File: config.mk
export PLATFORM = sky130hd
export DESIGN_NAME = bram_axis_reader_flat
export DESIGN_NICKNAME = d
export VERILOG_FILES = /design/src/rtl/dma_pkg.sv /design/src/rtl/bram_axis_reader_if.sv /design/src/rtl/sync_fifo_128.sv /design/src/rtl/bram_axis_reader.sv /design/src/flat_wrapper.sv
export SDC_FILE = /design/constraint.sdc
export NUM_CORES = 1
export LEC_CHECK = 0
export CAP_MARGIN = 20
export CORE_ASPECT_RATIO = 0.75
export CORE_MARGIN = 1
export CORE_UTILIZATION = 30
export CTS_CLUSTER_SIZE = 28
export DETAILED_ROUTE_END_ITERATION = 10
export GPL_ROUTABILITY_DRIVEN = 0
export PLACE_DENSITY = 0.48
export REMOVE_ABC_BUFFERS = 1
export SLEW_MARGIN = 40
export SYNTH_ARGS = -nofsm -noshare
export SYNTH_HDL_FRONTEND = slang
export SYNTH_SLANG_ARGS = --single-unit
File: constraint.sdc
create_clock -name clk -period 11.8 [get_ports clk]
set_input_delay 2.36 -clock clk [delete_from_list [all_inputs] [get_ports clk]]
set_output_delay 2.36 -clock clk [all_outputs]
set_load 0.05 [all_outputs]
File: src/rtl/dma_pkg.sv
// Shared types and constants for the DMA test-path stream stages.
// 128-bit data path, keep width, and the reader state encoding.
package dma_pkg;

   localparam int DATA_W = 128;
   localparam int KEEP_W = DATA_W / 8;

   localparam logic [KEEP_W-1:0] KEEP_ALL = '1;

   typedef enum logic [1:0] {
      IDLE  = 2'd0,
      RUN   = 2'd1,
      FLUSH = 2'd2,
      DONE  = 2'd3
   } state_t;

endpackage

File: src/rtl/bram_axis_reader_if.sv
// AXI4-Stream bundle carried by the reader's output.
// The master drives data, valid, last and keep; the slave drives ready.
interface bram_axis_reader_if;
   import dma_pkg::*;

   logic [DATA_W-1:0] tdata;
   logic              tvalid;
   logic              tready;
   logic              tlast;
   logic [KEEP_W-1:0] tkeep;

   modport master (
      output tdata,
      output tvalid,
      output tlast,
      output tkeep,
      input  tready
   );

   modport slave (
      input  tdata,
      input  tvalid,
      input  tlast,
      input  tkeep,
      output tready
   );

endinterface

File: src/rtl/sync_fifo_128.sv
// Small synchronous FIFO for 128-bit words, first-word-fall-through head.
// Push and pop in the same cycle leave the occupancy unchanged.
module sync_fifo_128
   import dma_pkg::*;
#(
   parameter int DEPTH = 4
) (
   input  logic                     clk,
   input  logic                     rst_n,
   input  logic                     push,
   input  logic [DATA_W-1:0]        wdata,
   input  logic                     pop,
   output logic [DATA_W-1:0]        rdata,
   output logic                     full,
   output logic                     empty,
   output logic [$clog2(DEPTH):0]   count
);

   localparam int AW    = $clog2(DEPTH);
   localparam int CNT_W = AW + 1;

   logic [DATA_W-1:0] mem_q [DEPTH];
   logic [AW-1:0]     wr_ptr_q, wr_ptr_d;
   logic [AW-1:0]     rd_ptr_q, rd_ptr_d;
   logic [CNT_W-1:0]  count_q, count_d;
   logic              push_ok;
   logic              pop_ok;

   assign full    = (count_q == CNT_W'(DEPTH));
   assign empty   = (count_q == '0);
   assign count   = count_q;
   assign rdata   = mem_q[rd_ptr_q];
   assign push_ok = push && !full;
   assign pop_ok  = pop && !empty;

   always_comb begin
      wr_ptr_d = wr_ptr_q;
      rd_ptr_d = rd_ptr_q;
      count_d  = count_q;
      if (push_ok) begin
         wr_ptr_d = wr_ptr_q + AW'(1);
      end
      if (pop_ok) begin
         rd_ptr_d = rd_ptr_q + AW'(1);
      end
      count_d = count_q + CNT_W'(push_ok) - CNT_W'(pop_ok);
   end

   always_ff @(posedge clk or negedge rst_n) begin
      if (!rst_n) begin
         wr_ptr_q <= '0;
         rd_ptr_q <= '0;
         count_q  <= '0;
      end else begin
         wr_ptr_q <= wr_ptr_d;
         rd_ptr_q <= rd_ptr_d;
         count_q  <= count_d;
      end
   end

   // Storage needs no reset: nothing is visible until count_q says so.
   always_ff @(posedge clk) begin
      if (push_ok) begin
         mem_q[wr_ptr_q] <= wdata;
      end
   end

endmodule

File: src/rtl/bram_axis_reader.sv
// Reads a contiguous run of 128-bit BRAM words and streams them out as AXI4-Stream.
// A credit check (occupancy + in-flight < depth) hides the one-cycle BRAM read latency.
//
//   state | meaning
//   ------+------------------------------------------------------------
//   IDLE  | waiting for start; latches base_addr and len
//   RUN   | issuing reads while words remain and the FIFO has credit
//   FLUSH | all reads issued; draining in-flight word and FIFO
//   DONE  | one-cycle done pulse, then back to IDLE
module bram_axis_reader
   import dma_pkg::*;
#(
   parameter int ADDR_W     = 12,
   parameter int LEN_W      = ADDR_W + 1,
   parameter int FIFO_DEPTH = 4
) (
   input  logic                  clk,
   input  logic                  rst_n,
   input  logic                  start,
   input  logic [ADDR_W-1:0]     base_addr,
   input  logic [LEN_W-1:0]      len,
   output logic                  busy,
   output logic                  done,
   output logic                  bram_en,
   output logic [ADDR_W-1:0]     bram_addr,
   input  logic [DATA_W-1:0]     bram_rdata,
   bram_axis_reader_if.master    m_axis
);

   localparam int CNT_W = $clog2(FIFO_DEPTH) + 1;

   state_t            state_q, state_d;
   logic [ADDR_W-1:0] addr_q, addr_d;
   logic [LEN_W-1:0]  issue_rem_q, issue_rem_d;
   logic [LEN_W-1:0]  beat_rem_q, beat_rem_d;
   logic              inflight_q, inflight_d;

   logic              issue;
   logic              pop;
   logic              push;
   logic              credit_ok;
   logic [CNT_W-1:0]  occupancy;
   logic [DATA_W-1:0] fifo_rdata;
   logic              fifo_full;
   logic              fifo_empty;
   logic [CNT_W-1:0]  fifo_count;

   sync_fifo_128 #(
      .DEPTH (FIFO_DEPTH)
   ) u_fifo (
      .clk   (clk),
      .rst_n (rst_n),
      .push  (push),
      .wdata (bram_rdata),
      .pop   (pop),
      .rdata (fifo_rdata),
      .full  (fifo_full),
      .empty (fifo_empty),
      .count (fifo_count)
   );

   // A word in flight already owns a FIFO slot, so it counts against credit.
   assign occupancy = fifo_count + CNT_W'(inflight_q);
   assign credit_ok = (occupancy < CNT_W'(FIFO_DEPTH));
   assign push      = inflight_q && !fifo_full;
   assign pop       = !fifo_empty && m_axis.tready;

   always_comb begin
      state_d     = state_q;
      addr_d      = addr_q;
      issue_rem_d = issue_rem_q;
      beat_rem_d  = beat_rem_q;
      issue       = 1'b0;

      if (pop) begin
         beat_rem_d = beat_rem_q - LEN_W'(1);
      end

      case (state_q)
         IDLE: begin
            if (start) begin
               addr_d      = base_addr;
               issue_rem_d = len;
               beat_rem_d  = len;
               state_d     = (len == '0) ? DONE : RUN;
            end
         end
         RUN: begin
            if ((issue_rem_q != '0) && credit_ok) begin
               issue       = 1'b1;
               addr_d      = addr_q + ADDR_W'(1);
               issue_rem_d = issue_rem_q - LEN_W'(1);
               if (issue_rem_q == LEN_W'(1)) begin
                  state_d = FLUSH;
               end
            end
         end
         FLUSH: begin
            // Leave on the final handshake so done lands in the very next cycle.
            if ((fifo_empty && !inflight_q) || (pop && (beat_rem_q == LEN_W'(1)))) begin
               state_d = DONE;
            end
         end
         DONE: begin
            state_d = IDLE;
         end
         default: begin
            state_d = IDLE;
         end
      endcase

      inflight_d = issue;
   end

   always_ff @(posedge clk or negedge rst_n) begin
      if (!rst_n) begin
         state_q     <= IDLE;
         addr_q      <= '0;
         issue_rem_q <= '0;
         beat_rem_q  <= '0;
         inflight_q  <= 1'b0;
      end else begin
         state_q     <= state_d;
         addr_q      <= addr_d;
         issue_rem_q <= issue_rem_d;
         beat_rem_q  <= beat_rem_d;
         inflight_q  <= inflight_d;
      end
   end

   assign busy      = (state_q == RUN) || (state_q == FLUSH);
   assign done      = (state_q == DONE);
   assign bram_en   = issue;
   assign bram_addr = addr_q;

   assign m_axis.tvalid = !fifo_empty;
   assign m_axis.tdata  = fifo_empty ? '0 : fifo_rdata;
   assign m_axis.tlast  = !fifo_empty && (beat_rem_q == LEN_W'(1));
   assign m_axis.tkeep  = KEEP_ALL;

endmodule

File: src/flat_wrapper.sv
// flat-port wrapper written by rule: the top's interface ports become plain ports
module bram_axis_reader_flat import dma_pkg::*;
#(
   parameter int ADDR_W     = 12,
   parameter int LEN_W      = ADDR_W + 1,
   parameter int FIFO_DEPTH = 4
)
  (clk, rst_n, start, base_addr, len, busy, done, bram_en, bram_addr, bram_rdata, m_axis_tdata, m_axis_tvalid, m_axis_tlast, m_axis_tkeep, m_axis_tready);
  bram_axis_reader_if m_axis_i ();
  input  logic clk;
  input  logic rst_n;
  input  logic start;
  input  logic [ADDR_W-1:0] base_addr;
  input  logic [LEN_W-1:0] len;
  output logic busy;
  output logic done;
  output logic bram_en;
  output logic [ADDR_W-1:0] bram_addr;
  input  logic [DATA_W-1:0] bram_rdata;
  output wire logic [$bits(m_axis_i.tdata)-1:0] m_axis_tdata;
  output wire logic [$bits(m_axis_i.tvalid)-1:0] m_axis_tvalid;
  output wire logic [$bits(m_axis_i.tlast)-1:0] m_axis_tlast;
  output wire logic [$bits(m_axis_i.tkeep)-1:0] m_axis_tkeep;
  input wire logic [$bits(m_axis_i.tready)-1:0] m_axis_tready;
  assign m_axis_tdata = m_axis_i.tdata;
  assign m_axis_tvalid = m_axis_i.tvalid;
  assign m_axis_tlast = m_axis_i.tlast;
  assign m_axis_tkeep = m_axis_i.tkeep;
  assign m_axis_i.tready = m_axis_tready;
  bram_axis_reader #(.ADDR_W(ADDR_W), .LEN_W(LEN_W), .FIFO_DEPTH(FIFO_DEPTH)) u_core (.clk(clk), .rst_n(rst_n), .start(start), .base_addr(base_addr), .len(len), .busy(busy), .done(done), .bram_en(bram_en), .bram_addr(bram_addr), .bram_rdata(bram_rdata), .m_axis(m_axis_i));
endmodule
==> flow_summary.ini <==
[flow_run]
maxCapViolCount = 0

[timing]
timing.fmax_ghz = 0.155
final-max-slew-violation-count = 0
finalCritPeriodShare = 0.547
skew_ns = 0.0311
final_hold_viol_count = 0
grt_setup_unrepaired = no
minimum_period_implied_by_the_final_worst_setup_slack_ns = 6.46
finalSetupViolCount = 0
slew-limit-headroom = 0.501
max_slew.worst_pin.slew_ns = 0.745
setup_tns_ns = 0

[setup_path]
crit_path_start_kind = flop
crit_family = buffers and inverters
required_ns = 9.44
timing_worst_setup_path_type = flop to output port
cp.buffers_inverters = 3
critical_path.max_fanout = 38
endpoint_class_of_the_critical_path = output port
reg2reg_setup_slack_ns = 8.25
crit_path_max_incr_delay_ns = 0.75
crit_path_cell_trace = buf_4 -> buf_6 -> mux4_2 -> and2_1 -> clkdlybuf4s50_1
slowest_stage_cell_cp = sky130_fd_sc_hd__clkdlybuf4s50_1
timing.critical_path.arrival_ns = 4.10

[placed_design]
placed_cells_incl_taps = 2429
post_dp_area_mm2 = 0.0267
port_buffers = 301
place.detailed.hpwl_um = 32900

[hold_path]
worstHoldPathType = flop to flop

[floorplan]
die_outline_area_mm2 = 0.0766
design.portCount = 318
rows = 86
core_region_area_mm2 = 0.0740
die_h_um = 240
dieWidth_um = 319
initial_core_util = 0.306

[synthesis]
post_synth_num_cell_types = 70
yosys_most_used_dff = sky130_fd_sc_hd__edfxtp_1
seq_area_frac_synth = 0.732
synth.yosys.warnings = 0
synthesis.area_mm2 = 0.0227
synth_async_sr_flop_share = 0.0857
syn_area_per_cell_um2 = 18.8
ys_ff_latch = 560
postSynthCellCount = 1202
synth_enable_flop_cells = 512

[cts]
tritoncts.num_buffers = 57
level_count_of_the_clock_h_tree = 2
cts_tree = built
worstSkewPairLatency_ns = 0.63
post_cts_repair_resize_count = 0
cts_root_buffer = sky130_fd_sc_hd__clkbuf_16
postCtsHoldBufs = 0
cts.path.max_buffers = 3
cts_setup_buffers = 0
worst_setup_hold_path_clk_slew_ns = 0.06
cts_num_sinks = 560

[power_and_ir_drop]
ir_drop_mv = 0.185
cellLeakagePower_nw = 9.27
p_per_area_mw_per_mm2 = 289

[finish]
layout.area.seq_mm2 = 0.0166
layout_stage_area_growth_over_the_synthesis_result_pct = 26.1
num-nets-final = 1694
multi_input_comb_area_mm2 = 0.00570
final_area_mm2 = 0.0286
layout-drive-gt1-share = 0.161
final_cell_count_no_fill = 2538
fillers = 6825

[routing]
detailroute.via_count = 12000
first_pass_iteration_count_of_the_detailed_router = 5
post-route-drc-count = 0
wl_um = 54300
dr.first_iter.drc_count = 710
avgRoutedWirePerCell_um = 21.4
vias_per_cell = 4.74
postRouteAntennaNets = 0

[status]
outcome = finished, final reports clean

[global_routing]
maximum_number_of_pins_on_one_net_before_global_route_repair = 72
grt_overflow = 0
grt_antenna_before_repair = 4
number_of_global_route_vias_before_repair = 12400
wire_length_of_the_first_global_routing_pass_um = 80500
grt.total_usage = 0.141
-- metal layers --
metal / track usage / share of wire / up-vias
li1: - / - / 5392
met1: 0.191 / 0.45 / 6213
met2: 0.221 / 0.46 / 322
met3: 0.0409 / 0.068 / 86
met4: 0.0408 / 0.020 / 6
met5: 0 / 0.00070 / -
-- where the power goes --
part / switching (W) / internal [W]
Combinational: 0.00236 / 0.00141
Clock: 0.000774 / 0.000999
Sequential: 0.000212 / 0.00251
-- area by class of cell --
class                   instances  share of cell area
flip-flops and latches        560               0.580
multi-input cells             560               0.199
repair buffers                318               0.111
clock buffers                  68              0.0514
well taps                     968              0.0424
clock inverters                38              0.0123
inverters                      23             0.00302
diodes                          3            0.000263
-- stage by stage --
step | total power, W | hold slack (ns) | setup WS (ns) | utilization
final | 0.00827 | 0.563 | 5.34 | 0.386
after global routing | 0.00868 | 0.586 | 4.96 | 0.386
after CTS | 0.00842 | 0.567 | 5.11 | 0.386
after detailed placement | 0.00661 | 0.561 | 5.82 | 0.361
after global placement | 0.00660 | 0.548 | 5.59 | 0.361
after floorplan | 0.00545 | 0.510 | 3.46 | -
-- synth_stat cells (all sizes together) (4+ instances only) --
cell type / number / area share
a211oi: 4 / 0.0013
a21oi: 9 / 0.0022
and2: 134 / 0.037
and3: 5 / 0.0014
buf: 39 / 0.010
clkbuf: 35 / 0.0058
dfrtp: 48 / 0.053
edfxtp: 512 / 0.68
ha: 16 / 0.0088
inv: 23 / 0.0038
mux2i: 6 / 0.0027
mux4: 128 / 0.13
nand2: 46 / 0.0077
nand2b: 4 / 0.0011
nand3: 13 / 0.0031
nand4: 7 / 0.0019
nor2: 29 / 0.0048
nor2b: 8 / 0.0022
nor3: 20 / 0.0054
nor4: 10 / 0.0040
o21ai: 24 / 0.0053
o22ai: 7 / 0.0019
o311ai: 4 / 0.0015
o31ai: 5 / 0.0019
or3: 5 / 0.0016
xnor2: 10 / 0.0047
xor2: 8 / 0.0031
-- final timing paths --
check	startpoint	to	depth (start not counted)
setup / recovery	u_core.u_fifo.rd_ptr_q[0]	m_axis_tdata[114]	5
hold / removal	u_core.issue_rem_q[10]	u_core.issue_rem_q[10]	1
setup reg to reg	u_core.u_fifo.count[1]	u_core.u_fifo.mem_q[0][115]	5
hold reg to reg	u_core.issue_rem_q[10]	u_core.issue_rem_q[10]	1
max in group asynchronous	rst_n	u_core.u_fifo.rd_ptr_q[0]	2
min in group asynchronous	rst_n	u_core.state_q[0]	2
-- kinds of logic after synthesis --
family                     after synthesis  share of synthesized area
other                                    1                   0.000166
DFF                                    560                      0.732
xor gates and xnor gates                18                    0.00779
AOI/OAI and AO/OA                       85                     0.0264
adders and majority gates               17                    0.00972
muxes                                  137                      0.132
and+or+nand+nor                        287                     0.0727
buffers and inverters                   97                     0.0199
-- registers in the layout (all words and copies together), names as in the netlist, 2 cells and up --
signal,cells
u_core.beat_rem_q,13
u_core.bram_addr,12
u_core.issue_rem_q,13
u_core.state_q,2
u_core.u_fifo.count,3
u_core.u_fifo.mem_q,512
u_core.u_fifo.rd_ptr_q,2
u_core.u_fifo.wr_ptr_q,2
-- layout by cell type, fill, tap and decap left out, types with 8 or more instances in the layout --
| cell | count |
|---|---|
| sky130_fd_sc_hd__a21oi_1 | 8 |
| sky130_fd_sc_hd__and2_1 | 130 |
| sky130_fd_sc_hd__buf_4 | 9 |
| sky130_fd_sc_hd__buf_6 | 8 |
| sky130_fd_sc_hd__clkbuf_1 | 11 |
| sky130_fd_sc_hd__clkbuf_16 | 57 |
| sky130_fd_sc_hd__clkdlybuf4s50_1 | 300 |
| sky130_fd_sc_hd__clkinv_1 | 10 |
| sky130_fd_sc_hd__clkinv_2 | 12 |
| sky130_fd_sc_hd__conb_1 | 16 |
| sky130_fd_sc_hd__dfrtp_1 | 46 |
| sky130_fd_sc_hd__edfxtp_1 | 512 |
| sky130_fd_sc_hd__ha_1 | 16 |
| sky130_fd_sc_hd__inv_1 | 23 |
| sky130_fd_sc_hd__mux4_2 | 128 |
| sky130_fd_sc_hd__nand2_1 | 45 |
| sky130_fd_sc_hd__nand3_1 | 12 |
| sky130_fd_sc_hd__nor2_1 | 29 |
| sky130_fd_sc_hd__nor2b_1 | 8 |
| sky130_fd_sc_hd__nor3_1 | 17 |
| sky130_fd_sc_hd__o21ai_0 | 19 |
| sky130_fd_sc_hd__xnor2_1 | 9 |
| sky130_fd_sc_hd__xor2_1 | 8 |
Power figures use the tool's default switching activity.
==> patch 1 (same flow settings) <==
Re-encode `state_t` (4 states) as Gray code, 2 bits wide.
--- a/src/rtl/dma_pkg.sv
+++ b/src/rtl/dma_pkg.sv
@@ -9,8 +9,8 @@
 
    typedef enum logic [1:0] {
-      IDLE  = 2'd0,
-      RUN   = 2'd1,
-      FLUSH = 2'd2,
-      DONE  = 2'd3
+      IDLE  = 2'b00,
+      RUN   = 2'b01,
+      FLUSH = 2'b11,
+      DONE  = 2'b10
    } state_t;
 
Check against the original RTL: same outputs for any inputs over 4 cycles, from zero or initial values and one cycle with rst_n low; so few cycles prove little.
==> patch 1 against the original RTL <==
- clock power is 3% higher
- sequential cell count unchanged
- highest routed layer unchanged
- synthesized area is essentially flat
- power is 6.3% higher
- global-route usage rose by 0.16 points
- maximum frequency grew 2.7%
- setup slack better by 0.17 ns
- critical path depth unchanged
- final area about the same
- wire length is 1.6% higher
- critical endpoint is now m_axis_tdata[119]
==> patch 1: results (changes against the original RTL) <==
Worst hold path
  – Hold depth: 2 (+1)
  – Source of the worst hold timing path: u_core.beat_rem_q[3]

Global route
  – Global-route usage over all layers: 14.30% (+0.16 points)
  – Number of antenna violations at the first check in global routing: 9 (+5)
  – Pin count of the biggest net entering global routing: 67 (-6.9%)
  – First-pass GRT wire length: 81890 um (+1.7%)
  – Via count of the first global-routing pass: 12.65k (+1.8%)

Route
  – Vias per cell: 4.781 (+0.95%)
  – Count of routing violations after the opening detailed-route iteration: 762 (+7.3%)
  – Post-DR wirelength/cell: 22.03 um (+2.9%)

Synth
  – Number of distinct library cells after synthesis: 73 (+4.3%)
  – Sequential fraction of the synthesis area: 73.24% (about the same)
  – Synth Warn #: 0 (unchanged)
  – Synth area leader: edfxtp_1
  – Top cells by count, synth: edfxtp_1 (512), and2_1 (133), mux4_2 (128)
  – Avg Inst Size Synth: 19.38 um2 (+2.8%)
  – Number of enable flip-flop cells after synthesis: 512 (unchanged)
  – Cells taking the most area after synthesis: edfxtp_1 (68%), mux4_2 (13%), dfrtp_1 (5.3%)

Cells and area
  – Final nets: 1657 (-2.2%)
  – Ratio of cells with drive above 1 in the final layout: 17.65% (+1.5 points)
  – Filler cell count in the final layout: 6777 (-0.70%)

Outcome
  – Outcome: finished clean

Setup path
  – Signal arrival time at the worst endpoint: 3.93 ns (-0.17 ns)
  – CP max stage cell: clkdlybuf4s50_1
  – Worst r2r path cells: 5 (unchanged)
  – CP Launch Point: u_core.u_fifo.rd_ptr_q[0]
  – Cell class contributing the biggest share of worst-path delay: buffers and inverters
  – Critical-path maximum fanout: 38 (unchanged)
  – Critical path launch point type: flip-flop
  – Critical register-to-register path startpoint: u_core.u_fifo.count[0]

Clocking
  – Post-cts resize count: 0 (unchanged)
  – CTS H-tree lvls: 2 (unchanged)
  – TritonCTS Buffers: 58 (+1.8%)

Timing
  – Post-route clock skew: 0.02686 ns (-0.004193 ns)
  – Worst slew margin relative to its limit: 47.02% (-3.0 points)

Power
  – Leak: 9.321 nW (+0.53%)
  – Max rail drop VDD: 0.0002417 V (+30%)

Placed design
  – Worst setup timing slack at the placement stage: 6.034 ns (+0.2155 ns)
  – Detailed-placement wirelength estimate: 32450 um (-1.5%)
  – Buffers added on ports: 301 (unchanged)
-- patch 1: kinds of logic after synthesis --
logic type	Yosys count	synth area share (%)
buffers and inverters	92	2.184
muxes	132	12.94
AOI/OAI and AO/OA	84	3.217
and+or+nand+nor	272	7.115
adders and majority gates	13	0.7518
xor gates and xnor gates	14	0.5418
other	1	0.01657
DFF	560	73.24
-- patch 1: final timing paths --
kind / to / slack (ns)
min in group asynchronous: u_core.issue_rem_q[10] / 1.83
max: m_axis_tdata[119] / 5.51
max reg2reg: u_core.u_fifo.mem_q[0][123] / 8.32
max in group asynchronous: u_core.u_fifo.rd_ptr_q[1] / 9.44
min: u_core.beat_rem_q[3] / 0.57
min reg2reg: u_core.beat_rem_q[3] / 0.57
-- patch 1: cell type report --
| cell class | instances | area share, % |
|---|---|---|
| well taps | 968 | 4.236 |
| inverters | 15 | 0.1969 |
| clock buffers | 69 | 5.291 |
| diodes | 1 | 0.008753 |
| repair buffers | 321 | 11.25 |
| flip-flops and latches | 560 | 58.00 |
| multi-input cells | 531 | 19.71 |
| clock inverters | 39 | 1.304 |
-- patch 1: metal layers --
layer	vias up	GRT usage, %	wire length [um]
met5	-	0	92
met4	14	3.788	1034
met3	79	3.934	3479
met2	321	21.93	25270
met1	6238	19.96	25300
li1	5319	-	-
-- patch 1: where the power goes --
group	internal [mW]	switching, mW	leakage [nW]
clock network	1.03	0.789	0.905
logic	1.46	2.57	3.20
registers	2.75	0.186	5.22
-- patch 1: tightest hold or removal path, delay by kind of cell, from the launching register on --
| family | cells | cell delay, ns |
|---|---|---|
| AOI/OAI and AO/OA | 2 | 0.15 |
| DFF | 1 | 0.39 |
-- patch 1: through the flow --
stage | instance area [um2] | hold WS (ns) | utilization (%) | instances
2_1_floorplan | 22250 | 0.5211 | - | 1106
3_3_place_gp | 26630 | 0.5589 | 35.97 | 2393
3_5_place_dp | 26680 | 0.5612 | 36.04 | 2394
4_1_cts | 28560 | 0.5757 | 38.58 | 2502
5_1_grt | 28590 | 0.6079 | 38.62 | 2504
6_report | 28590 | 0.5747 | 38.62 | 2504
==> patch 2 (config.mk and constraints unchanged) <==
Made on the original files. `ADDR_W` is set to 12 in 2 places; all go to 13.
--- a/src/rtl/bram_axis_reader.sv
+++ b/src/rtl/bram_axis_reader.sv
@@ -11,5 +11,5 @@
    import dma_pkg::*;
 #(
-   parameter int ADDR_W     = 12,
+   parameter int ADDR_W     = 13,
    parameter int LEN_W      = ADDR_W + 1,
    parameter int FIFO_DEPTH = 4
--- a/src/flat_wrapper.sv
+++ b/src/flat_wrapper.sv
@@ -2,5 +2,5 @@
 module bram_axis_reader_flat import dma_pkg::*;
 #(
-   parameter int ADDR_W     = 12,
+   parameter int ADDR_W     = 13,
    parameter int LEN_W      = ADDR_W + 1,
    parameter int FIFO_DEPTH = 4
Ports: changed (resized base_addr, bram_addr and len); port bits go from 318 to 321. The function was not compared with the original's and may differ.
==> patch 2 against the original RTL <==
- synthesized cell count shrank 2.2%
- core utilization about the same
- clock skew decreased by 0.019 ns
- critical path depth is the same
- synthesized area is 0.49% lower
- setup slack worse by 0.10 ns
- power shrank 1.1%
- sequential cell count up 3
- wire length is 1.2% higher
- global-route usage is 0.26 points higher
- final area about the same
- largest cell class unchanged
==> patch 2: results (changes against the original RTL) <==
Outcome
  – Outcome: finished clean

Synth
  – Xor/xnor share of the synthesized area: 0.6994% (-0.079 points)
  – Fraction of the mapped netlist area in compound gates: 2.714% (+0.074 points)
  – Adder and majority cell fraction of the synthesized area: 0.9769% (+0.0048 points)
  – Async set-reset flop share out of synthesis: 9.059% (+0.49 points)
  – Number of enable flip-flop cells after synthesis: 512 (unchanged)
  – Sequential fraction of the synthesis area: 73.87% (+0.69 points)
  – Number of distinct library cells after synthesis: 65 (-7.1%)
  – Portion of netlist area occupied by mux cells: 12.97% (-0.19 points)
  – Cells taking the most area after synthesis: edfxtp_1 (68%), mux4_2 (13%), dfrtp_1 (5.7%)
  – Top cells by count, synth: edfxtp_1 (512), and2_1 (134), mux4_2 (128)
  – Number of standard cells after synthesis: 1176 (-2.2%)

Timing
  – Final Hold Slack: 0.5321 ns (-0.03094 ns)
  – Worst slew margin relative to its limit: 46.47% (-3.6 points)
  – Post-route clock skew: 0.01220 ns (-0.01885 ns)
  – Max Freq: 152.4 MHz (-1.6%)

Route
  – Detailed-route via count: 11.90k (-0.97%)
  – Count of routing violations after the opening detailed-route iteration: 772 (+8.7%)
  – Post-DR wirelength/cell: 21.84 um (+2.0%)

Setup path
  – Reg-to-reg setup timing slack: 8.51 ns (+0.26 ns)
  – CP max stage cell: dfrtp_4
  – Critical register-to-register path startpoint: u_core.u_fifo.count[2]
  – Endpoint of the most critical register-to-register path: u_core.beat_rem_q[12]
  – Delay of the slowest cell on the worst path: 0.85 ns (+0.10 ns)
  – Worst r2r path cells: 8 (+3)
  – Critical-path maximum fanout: 44 (+16%)
  – Worst setup path endpoint: m_axis_tdata[38]

Clocking
  – Longest Clk Path Bufs: 3 (unchanged)
  – CTS H-tree lvls: 2 (unchanged)

Power
  – Leak: 9.240 nW (-0.35%)
  – Switching Share: 40.08% (-0.41 points)
  – Proportion of power drawn by the clock network: 21.8% (+0.4 points)
  – Internal Pwr Total: 4.900 mW (-0.42%)
  – Power consumed by combinational cells: 3.70 mW (-2%)
  – Max rail drop VDD: 0.0001579 V (-15%)

Global route
  – Number of antenna violations at the first check in global routing: 10 (+6)
  – Pin count of the biggest net entering global routing: 74 (+2.8%)
  – First-pass GRT wire length: 81850 um (+1.6%)
  – Via count of the first global-routing pass: 12.51k (+0.64%)
  – Global-route usage over all layers: 14.40% (+0.26 points)

Worst hold path
  – Hold Path End: u_core.bram_addr[12]
  – Source of the worst hold timing path: u_core.bram_addr[12]
  – Type of the worst min-delay path: flip-flop to flip-flop

Cells and area
  – Largest registers: u_core.u_fifo.mem_q (512), u_core.beat_rem_q (14), u_core.issue_rem_q (14)
  – Ratio of cells with drive above 1 in the final layout: 16.22% (+0.079 points)
  – Fin cells: 2518 (-0.79%)
  – Final nets: 1677 (-1.0%)

Placed design
  – DP Cell Count: 2410 (-0.78%)
  – Buffers added on ports: 304 (+1.0%)
  – Instance area at placement: 26710 um2 (about the same)
  – Worst setup timing slack at the placement stage: 5.742 ns (-0.07661 ns)
  – Detailed-placement wirelength estimate: 32890 um (-0.13%)
[patch 2: cell count changes after synthesis, moves of 6 or more]
| cell | delta |
|---|---|
| nand2_1 | -15 |
| a21oi_1 | +14 |
| nor2_1 | +9 |
| o21ai_0 | -9 |
| inv_1 | -8 |
| o32ai_1 | +8 |
| o22ai_1 | -7 |
| nand4_1 | -6 |
| or4_1 | +6 |
[patch 2: area by class of cell]
cell class	instances	area, um2
Clock inverter	35	341.6
Timing Repair Buffer	324	3231
Tap cell	968	1211
Sequential cell	563	16660
Multi-Input combinational cell	538	5559
Clock buffer	70	1485
Fill cell	6774	45370
Antenna cell	3	7.507
Inverter	17	63.81
[patch 2: per-layer routing]
layer	part of all wire [%]	track usage, %	up-vias
met2	47	22.91	264
met3	6.7	4.414	91
met5	0.21	0	-
li1	-	-	5324
met1	44	19.09	6205
met4	2.0	3.865	18
